<file path="src/rtl/multicycle_pkg.sv">
// multicycle_pkg: state, opcode/funct and datapath-select encodings shared by the
// multi-cycle MIPS controller and its memory watchdog.
package multicycle_pkg;

  typedef enum logic [2:0] {FETCH, DECODE, EXEC, MEM, WB, HALT, EXC} state_e;

  typedef enum logic [2:0] {
    IC_RTYPE, IC_BRANCH, IC_JUMP, IC_IMM, IC_LOAD, IC_STORE, IC_UNKNOWN
  } instrClass_e;

  localparam logic [5:0] OP_RTYPE  = 6'h00;
  localparam logic [5:0] OP_REGIMM = 6'h01;
  localparam logic [5:0] OP_J      = 6'h02;
  localparam logic [5:0] OP_JAL    = 6'h03;
  localparam logic [5:0] OP_BEQ    = 6'h04;
  localparam logic [5:0] OP_BNE    = 6'h05;
  localparam logic [5:0] OP_BLEZ   = 6'h06;
  localparam logic [5:0] OP_BGTZ   = 6'h07;
  localparam logic [5:0] OP_ADDI   = 6'h08;
  localparam logic [5:0] OP_ADDIU  = 6'h09;
  localparam logic [5:0] OP_SLTI   = 6'h0a;
  localparam logic [5:0] OP_SLTIU  = 6'h0b;
  localparam logic [5:0] OP_ANDI   = 6'h0c;
  localparam logic [5:0] OP_LUI    = 6'h0f;
  localparam logic [5:0] OP_LW     = 6'h23;
  localparam logic [5:0] OP_SW     = 6'h2b;

  localparam logic [5:0] FN_SLL  = 6'h00;
  localparam logic [5:0] FN_SRL  = 6'h02;
  localparam logic [5:0] FN_SRA  = 6'h03;
  localparam logic [5:0] FN_JR   = 6'h08;
  localparam logic [5:0] FN_JALR = 6'h09;
  localparam logic [5:0] FN_ADD  = 6'h20;
  localparam logic [5:0] FN_NOR  = 6'h27;
  localparam logic [5:0] FN_SLT  = 6'h2a;
  localparam logic [5:0] FN_SLTU = 6'h2b;

  localparam logic [2:0] ALU_ADD   = 3'b000;
  localparam logic [2:0] ALU_SUB   = 3'b001;
  localparam logic [2:0] ALU_FUNCT = 3'b010;
  localparam logic [2:0] ALU_AND   = 3'b100;
  localparam logic [2:0] ALU_SLT   = 3'b101;

  localparam logic [1:0] PC_ALU    = 2'b00;
  localparam logic [1:0] PC_JUMP   = 2'b01;
  localparam logic [1:0] PC_RS     = 2'b10;
  localparam logic [1:0] PC_ALUOUT = 2'b11;

  localparam logic [1:0] RD_RT = 2'b00;
  localparam logic [1:0] RD_RD = 2'b01;
  localparam logic [1:0] RD_RA = 2'b10;

  localparam logic [1:0] M2R_ALU = 2'b00;
  localparam logic [1:0] M2R_MDR = 2'b01;
  localparam logic [1:0] M2R_PC  = 2'b10;

  function automatic instrClass_e classify(input logic [5:0] op);
    case (op)
      OP_RTYPE:                                  return IC_RTYPE;
      OP_REGIMM, OP_BEQ, OP_BNE, OP_BLEZ, OP_BGTZ: return IC_BRANCH;
      OP_J, OP_JAL:                              return IC_JUMP;
      OP_ADDI, OP_ADDIU, OP_SLTI, OP_SLTIU, OP_ANDI, OP_LUI: return IC_IMM;
      OP_LW:                                     return IC_LOAD;
      OP_SW:                                     return IC_STORE;
      default:                                   return IC_UNKNOWN;
    endcase
  endfunction

  function automatic logic knownFunct(input logic [5:0] fn);
    return fn inside {FN_SLL, FN_SRL, FN_SRA, FN_JR, FN_JALR, [FN_ADD:FN_NOR], FN_SLT, FN_SLTU};
  endfunction

endpackage

</file>
<file path="src/rtl/multicycle_control_mem_watchdog.sv">
// mc_mem_watchdog: counts memory wait cycles within a state and raises a sticky bus error
// when the access is still not ready once the count has reached MEM_TIMEOUT.
module mc_mem_watchdog #(
  parameter int unsigned MEM_TIMEOUT = 15,
  parameter int unsigned WAIT_W      = 4
) (
  input  logic clk,
  input  logic rst_n,
  input  logic clear,
  input  logic waiting,
  output logic timeout,
  output logic busErr
);

  logic [WAIT_W-1:0] cntQ;
  logic              atLimit;

  assign atLimit = (cntQ == WAIT_W'(MEM_TIMEOUT));
  // A ready on the limit cycle is not a wait, so completion wins over the error.
  assign timeout = waiting && atLimit;

  always_ff @(posedge clk or negedge rst_n) begin
    if (!rst_n) begin
      cntQ   <= '0;
      busErr <= 1'b0;
    end else begin
      if (clear) begin
        cntQ <= '0;
      end else if (waiting && !atLimit) begin
        cntQ <= cntQ + WAIT_W'(1);
      end
      if (timeout) begin
        busErr <= 1'b1;
      end
    end
  end

endmodule

</file>
<file path="src/rtl/multicycle_control.sv">
// multicycle_control: FETCH/DECODE/EXEC/MEM/WB sequencer for the multi-cycle MIPS core.
// Defining MULTICYCLE_EXC_EN routes unknown opcodes/functs through EXC and adds epc_write.
module multicycle_control #(
  parameter int unsigned OPCODE_W    = 6,
  parameter int unsigned FUNCT_W     = 6,
  parameter int unsigned ALUOP_W     = 4,
  parameter int unsigned MEM_TIMEOUT = 15,
  parameter int unsigned WAIT_W      = 4
) (
  input  logic               clk,
  input  logic               rst_n,
  input  logic [OPCODE_W-1:0] OpCode,
  input  logic [FUNCT_W-1:0] Funct,
  input  logic               mem_ready,
  output logic               mem_req,
  output logic               IorD,
  output logic               MemRead,
  output logic               MemWrite,
  output logic               IRWrite,
  output logic               PCWrite,
  output logic               PCWriteCond,
  output logic [1:0]         PCSource,
  output logic               RegWrite,
  output logic [1:0]         RegDst,
  output logic [1:0]         MemtoReg,
  output logic               ALUSrcA,
  output logic [1:0]         ALUSrcB,
  output logic               ExtOp,
  output logic               LuOp,
  output logic [ALUOP_W-1:0] ALUOp,
  output logic               instr_done,
`ifdef MULTICYCLE_EXC_EN
  output logic               epc_write,
`endif
  output logic               bus_err
);
  import multicycle_pkg::*;

  state_e      stateQ, stateD;
  instrClass_e iClass;
  logic [5:0]  op6, fn6;
  logic        jrOp, jalrOp, badInstr, waiting, timeout, stateChange;

  assign op6    = 6'(OpCode);
  assign fn6    = 6'(Funct);
  assign iClass = classify(op6);
  assign jrOp   = (fn6 == FN_JR);
  assign jalrOp = (fn6 == FN_JALR);
`ifdef MULTICYCLE_EXC_EN
  assign badInstr = (iClass == IC_UNKNOWN) || ((iClass == IC_RTYPE) && !knownFunct(fn6));
`else
  assign badInstr = (iClass == IC_UNKNOWN);
`endif
  assign waiting     = mem_req && !mem_ready;
  assign stateChange = (stateD != stateQ);

  mc_mem_watchdog #(
    .MEM_TIMEOUT(MEM_TIMEOUT),
    .WAIT_W     (WAIT_W)
  ) uWatchdog (
    .clk    (clk),
    .rst_n  (rst_n),
    .clear  (stateChange),
    .waiting(waiting),
    .timeout(timeout),
    .busErr (bus_err)
  );

  always_ff @(posedge clk or negedge rst_n) begin
    if (!rst_n) stateQ <= FETCH;
    else        stateQ <= stateD;
  end

  always_comb begin
    stateD = stateQ;
    unique case (stateQ)
      FETCH:  if (timeout) stateD = HALT; else if (mem_ready) stateD = DECODE;
      DECODE: stateD = EXEC;
      EXEC: begin
        if (badInstr) begin
`ifdef MULTICYCLE_EXC_EN
          stateD = EXC;
`else
          stateD = FETCH;
`endif
        end else begin
          case (iClass)
            IC_RTYPE:           stateD = (jrOp || jalrOp) ? FETCH : WB;
            IC_IMM:             stateD = WB;
            IC_LOAD, IC_STORE:  stateD = MEM;
            default:            stateD = FETCH;
          endcase
        end
      end
      MEM: begin
        if (timeout)        stateD = HALT;
        else if (mem_ready) stateD = (iClass == IC_LOAD) ? WB : FETCH;
      end
      WB, EXC: stateD = FETCH;
      HALT:    stateD = HALT;
      default: stateD = FETCH;
    endcase
  end

  // Outputs decode the current state; everything but ExtOp is forced low while in reset.
  always_comb begin
    mem_req = 1'b0;  IorD = 1'b0;  MemRead = 1'b0;  MemWrite = 1'b0;
    IRWrite = 1'b0;  PCWrite = 1'b0;  PCWriteCond = 1'b0;  PCSource = PC_ALU;
    RegWrite = 1'b0;  RegDst = RD_RT;  MemtoReg = M2R_ALU;
    ALUSrcA = 1'b0;  ALUSrcB = 2'b00;  ALUOp = '0;  instr_done = 1'b0;
    ExtOp = 1'b1;  LuOp = 1'b0;
`ifdef MULTICYCLE_EXC_EN
    epc_write = 1'b0;
`endif
    if (rst_n) begin
      ExtOp = (op6 != OP_ANDI);
      LuOp  = (op6 == OP_LUI);
      unique case (stateQ)
        FETCH: begin
          mem_req = 1'b1;  MemRead = 1'b1;  ALUSrcB = 2'b01;
          IRWrite = mem_ready;  PCWrite = mem_ready;
        end
        DECODE: ALUSrcB = 2'b11;
        EXEC: begin
          ALUOp[ALUOP_W-1] = OpCode[0];
          if (badInstr) begin
`ifndef MULTICYCLE_EXC_EN
            instr_done = 1'b1;
`endif
          end else begin
            case (iClass)
              IC_RTYPE: begin
                ALUSrcA = 1'b1;  ALUOp[2:0] = ALU_FUNCT;
                if (jrOp || jalrOp) begin
                  PCWrite = 1'b1;  PCSource = PC_RS;  instr_done = 1'b1;
                end
                if (jalrOp) begin
                  RegWrite = 1'b1;  RegDst = RD_RD;  MemtoReg = M2R_PC;
                end
              end
              IC_BRANCH: begin
                ALUSrcA = 1'b1;  ALUOp[2:0] = ALU_SUB;
                PCWriteCond = 1'b1;  PCSource = PC_ALUOUT;  instr_done = 1'b1;
              end
              IC_JUMP: begin
                PCWrite = 1'b1;  PCSource = PC_JUMP;  instr_done = 1'b1;
                if (op6 == OP_JAL) begin
                  RegWrite = 1'b1;  RegDst = RD_RA;  MemtoReg = M2R_PC;
                end
              end
              IC_IMM: begin
                ALUSrcA = 1'b1;  ALUSrcB = 2'b10;
                case (op6)
                  OP_ANDI:          ALUOp[2:0] = ALU_AND;
                  OP_SLTI, OP_SLTIU: ALUOp[2:0] = ALU_SLT;
                  default:          ALUOp[2:0] = ALU_ADD;
                endcase
              end
              IC_LOAD, IC_STORE: begin
                ALUSrcA = 1'b1;  ALUSrcB = 2'b10;  ALUOp[2:0] = ALU_ADD;
              end
              default: ;
            endcase
          end
        end
        MEM: begin
          mem_req  = 1'b1;  IorD = 1'b1;
          MemRead  = (iClass == IC_LOAD);
          MemWrite = (iClass == IC_STORE);
          instr_done = mem_ready && (iClass == IC_STORE);
        end
        WB: begin
          RegWrite = 1'b1;  instr_done = 1'b1;
          RegDst   = (iClass == IC_RTYPE) ? RD_RD : RD_RT;
          MemtoReg = (iClass == IC_LOAD) ? M2R_MDR : M2R_ALU;
        end
        EXC: begin
          PCWrite = 1'b1;  PCSource = PC_ALUOUT;
`ifdef MULTICYCLE_EXC_EN
          epc_write = 1'b1;
`endif
        end
        default: ;
      endcase
    end
  end

endmodule

</file>
<file path="config.mk">
export PLATFORM = sky130hd
export DESIGN_NAME = multicycle_control
export DESIGN_NICKNAME = d
export VERILOG_FILES = /design/src/rtl/multicycle_pkg.sv /design/src/rtl/multicycle_control_mem_watchdog.sv /design/src/rtl/multicycle_control.sv
export SDC_FILE = /design/constraint.sdc
export NUM_CORES = 1
export LEC_CHECK = 0
export ABC_AREA = 1
export CAP_MARGIN = 10
export CORE_ASPECT_RATIO = 1.25
export CORE_UTILIZATION = 46
export DETAILED_ROUTE_END_ITERATION = 8
export PLACE_DENSITY = 0.84
export SLEW_MARGIN = 5
export SYNTH_ARGS = -nofsm -noshare
export SYNTH_HDL_FRONTEND = slang
export SYNTH_HIERARCHICAL = 1
export SYNTH_SLANG_ARGS = --single-unit
</file>
<file path="constraint.sdc">
create_clock -name clk -period 6 [get_ports clk]
set_input_delay 0.9 -clock clk [delete_from_list [all_inputs] [get_ports clk]]
set_output_delay 0.9 -clock clk [all_outputs]
set_load 0.01 [all_outputs]
</file>
==> impl_metrics.yaml <==
clock_tree:
  post_cts_buffers: 0
  cts_htree_levels: 1
  post_cts_resized: 0
  clock_sinks: 8
  cts_max_path_buffers: 2
  worst_skew_pair.late_latency_ps: 250
  cts_hold_buf: 0
  cts_tree: "done"
  cts_buffers: 3
  root_buffer: "clkbuf_4"
  path_clk_slew_ps: 50
sta:
  slew-limit-headroom_pct: 69.7
  maxSlewViolCount: 0
  hold_violations: 0
  setup_ws_ps: 1950
  timing.fmax_mhz: 247
  worstMarginPinSlew_ps: 454
  skew_ps: 4.78
  tns_ps: 0
  rsz0062_at_grt: "no"
  period_share_pct: 67.4
  period_needed_ps: 4050
  setup_viol: 0
layout:
  nets: 238
  stdcell_count: 246
  antenna_cells: 0
  final_cell_mix: "nand2_1, clkdlybuf4s50_1, nor2_1, inv_1, nand3_1"
  drive_above_1_share_pct: 13.4
  finalCoreUtilization_pct: 72.8
  synthToLayoutAreaGrowth_pct: 42.8
pwr:
  powerDensity_mw_per_mm2: 229
  p_leak_nw: 0.725
  peakVddDrop_mv: 0.285
  fin_total_pwr_uw: 342
synthesis:
  yosysUniqueCellTypes: 27
  synth_nets: 195
  ys_seq_area_share_pct: 19.2
  yosysTopAreaCell: "dfrtp_1"
  ys_seq_elements: 8
  netlist_area_sq_mm: 0.00104
  netlist_instances: 175
  synth.area.top_cells: "dfrtp_1, nand2_1, nor2_1"
  synth_top_area_share_pct: 19.2
  post_synth.cell_area_avg_sq_um: 5.97
  ys_warn_count: 6
routing:
  vias: 1285
  vias_per_cell: 5.22
  postRouteAntennaNets: 0
  highest_layer: "met4"
  drt_first_pass_iters: 4
  wl_per_cell_um: 12.0
  wl_met3_um: 211
  drc: 0
  wl_met2_mm: 1.59
  wirelength_mm: 2.95
  drt-met1-wl_mm: 1.13
  drt-initial-drc-count: 47
critical_path:
  cp-start-kind: "input pin"
  r2r_cells: 13
  crit_required_ps: 5100
  endpoint_kind: "primary output"
  cp_max_fo: 11
  cp.arrival_ps: 3150
  crit_type: "input pin to primary output"
min_path:
  hp-class: "flip-flop to flip-flop"
  whs_path_depth: 1
floorplanning:
  io_pins: 40
  die_h_um: 55.3
  dieArea_sq_mm: 0.00247
  coreArea_sq_mm: 0.00205
  start_util_pct: 51.0
  die_w_um: 44.6
  row_count: 18
grt:
  antenna_found_initial: 0
  grt-ovfl-total: 0
  grt_max_degree: 12
  grt_pass1_wl_mm: 4.88
  groute.usage.overall_pct: 25.1
  first_global_vias: 1200
status:
  status: "finished clean"
placement:
  place_inst: 243
  dp_hpwl_mm: 2.47
  gp_congestion: 0.961
  port-buffer-count: 39
  place_worst_setup_slack_ps: 1950
run:
  drv_cap: 0
cell usage after synthesis (all sizes together):
master,count
ha,5
a31oi,1
inv,31
o2111ai,1
a21oi,11
nand4,8
o21ai,3
a22oi,1
nor4,2
dfrtp,8
nor3,4
o21bai,1
nand3,19
xor2,1
nor2,30
nand2,47
or2,1
clkbuf,1
power by group:
part,leakage [nW],switching (mW),internal [mW]
combinational,0.603,0.132,0.0862
clock,0.0138,0.0166,0.0228
sequential,0.108,0.0198,0.0642
total,0.725,0.168,0.173
flip-flops by register name, summed over array words and instances (netlist names):
register / cells
uWatchdog/cntQ: 4
stateQ: 3
uWatchdog/busErr: 1
cells by family after synthesis:
group,count (synthesis),share of synthesized area [%]
and+or+nand+nor,111,52.6
buffers and inverters,32,11.5
AOI/OAI and AO/OA,18,9.94
DFF,8,19.2
adders and majority gates,5,5.99
xor gates and xnor gates,1,0.838
final cells by class:
type	instances	area, sq um
sequential	8	200
timing repair buffer	39	390
clock buffer	3	22.5
fill	171	558
multi-input combinational	135	724
inverter	31	116
tap	30	37.5
through the flow:
stage / cell area [sq um] / hold slack (ps)
finish: 1490 / 469
global placement: 1470 / 456
global route: 1490 / 492
detailed placement: 1470 / 457
CTS: 1490 / 475
floorplan: 1040 / 512
path summary, 6_finish.rpt:
check | from | to | slack (ps)
worst max-delay path | rst_n | PCWriteCond | 1950
max in group asynchronous | rst_n | uWatchdog/cntQ[3] | 4720
worst min register to register | uWatchdog/busErr | uWatchdog/busErr | 470
worst max register to register | stateQ[2] | uWatchdog/cntQ[3] | 3390
min in group asynchronous | rst_n | stateQ[1] | 970
worst min-delay path | uWatchdog/busErr | uWatchdog/busErr | 470
metal layers:
metal	track usage [%]	vias up
li1	-	652
met1	29.2	572
met2	46.2	59
met3	2.61	2
met4	6.93	0
met5	0	-
critical path, cell delays in order:
cell and delay (ps):
clkdlybuf4s50_1 750, inv_1 280, nor2_1 350, nand2_1 190
nor2_1 140, clkdlybuf4s50_1 540
No activity file was read; power rests on OpenSTA's default activity.
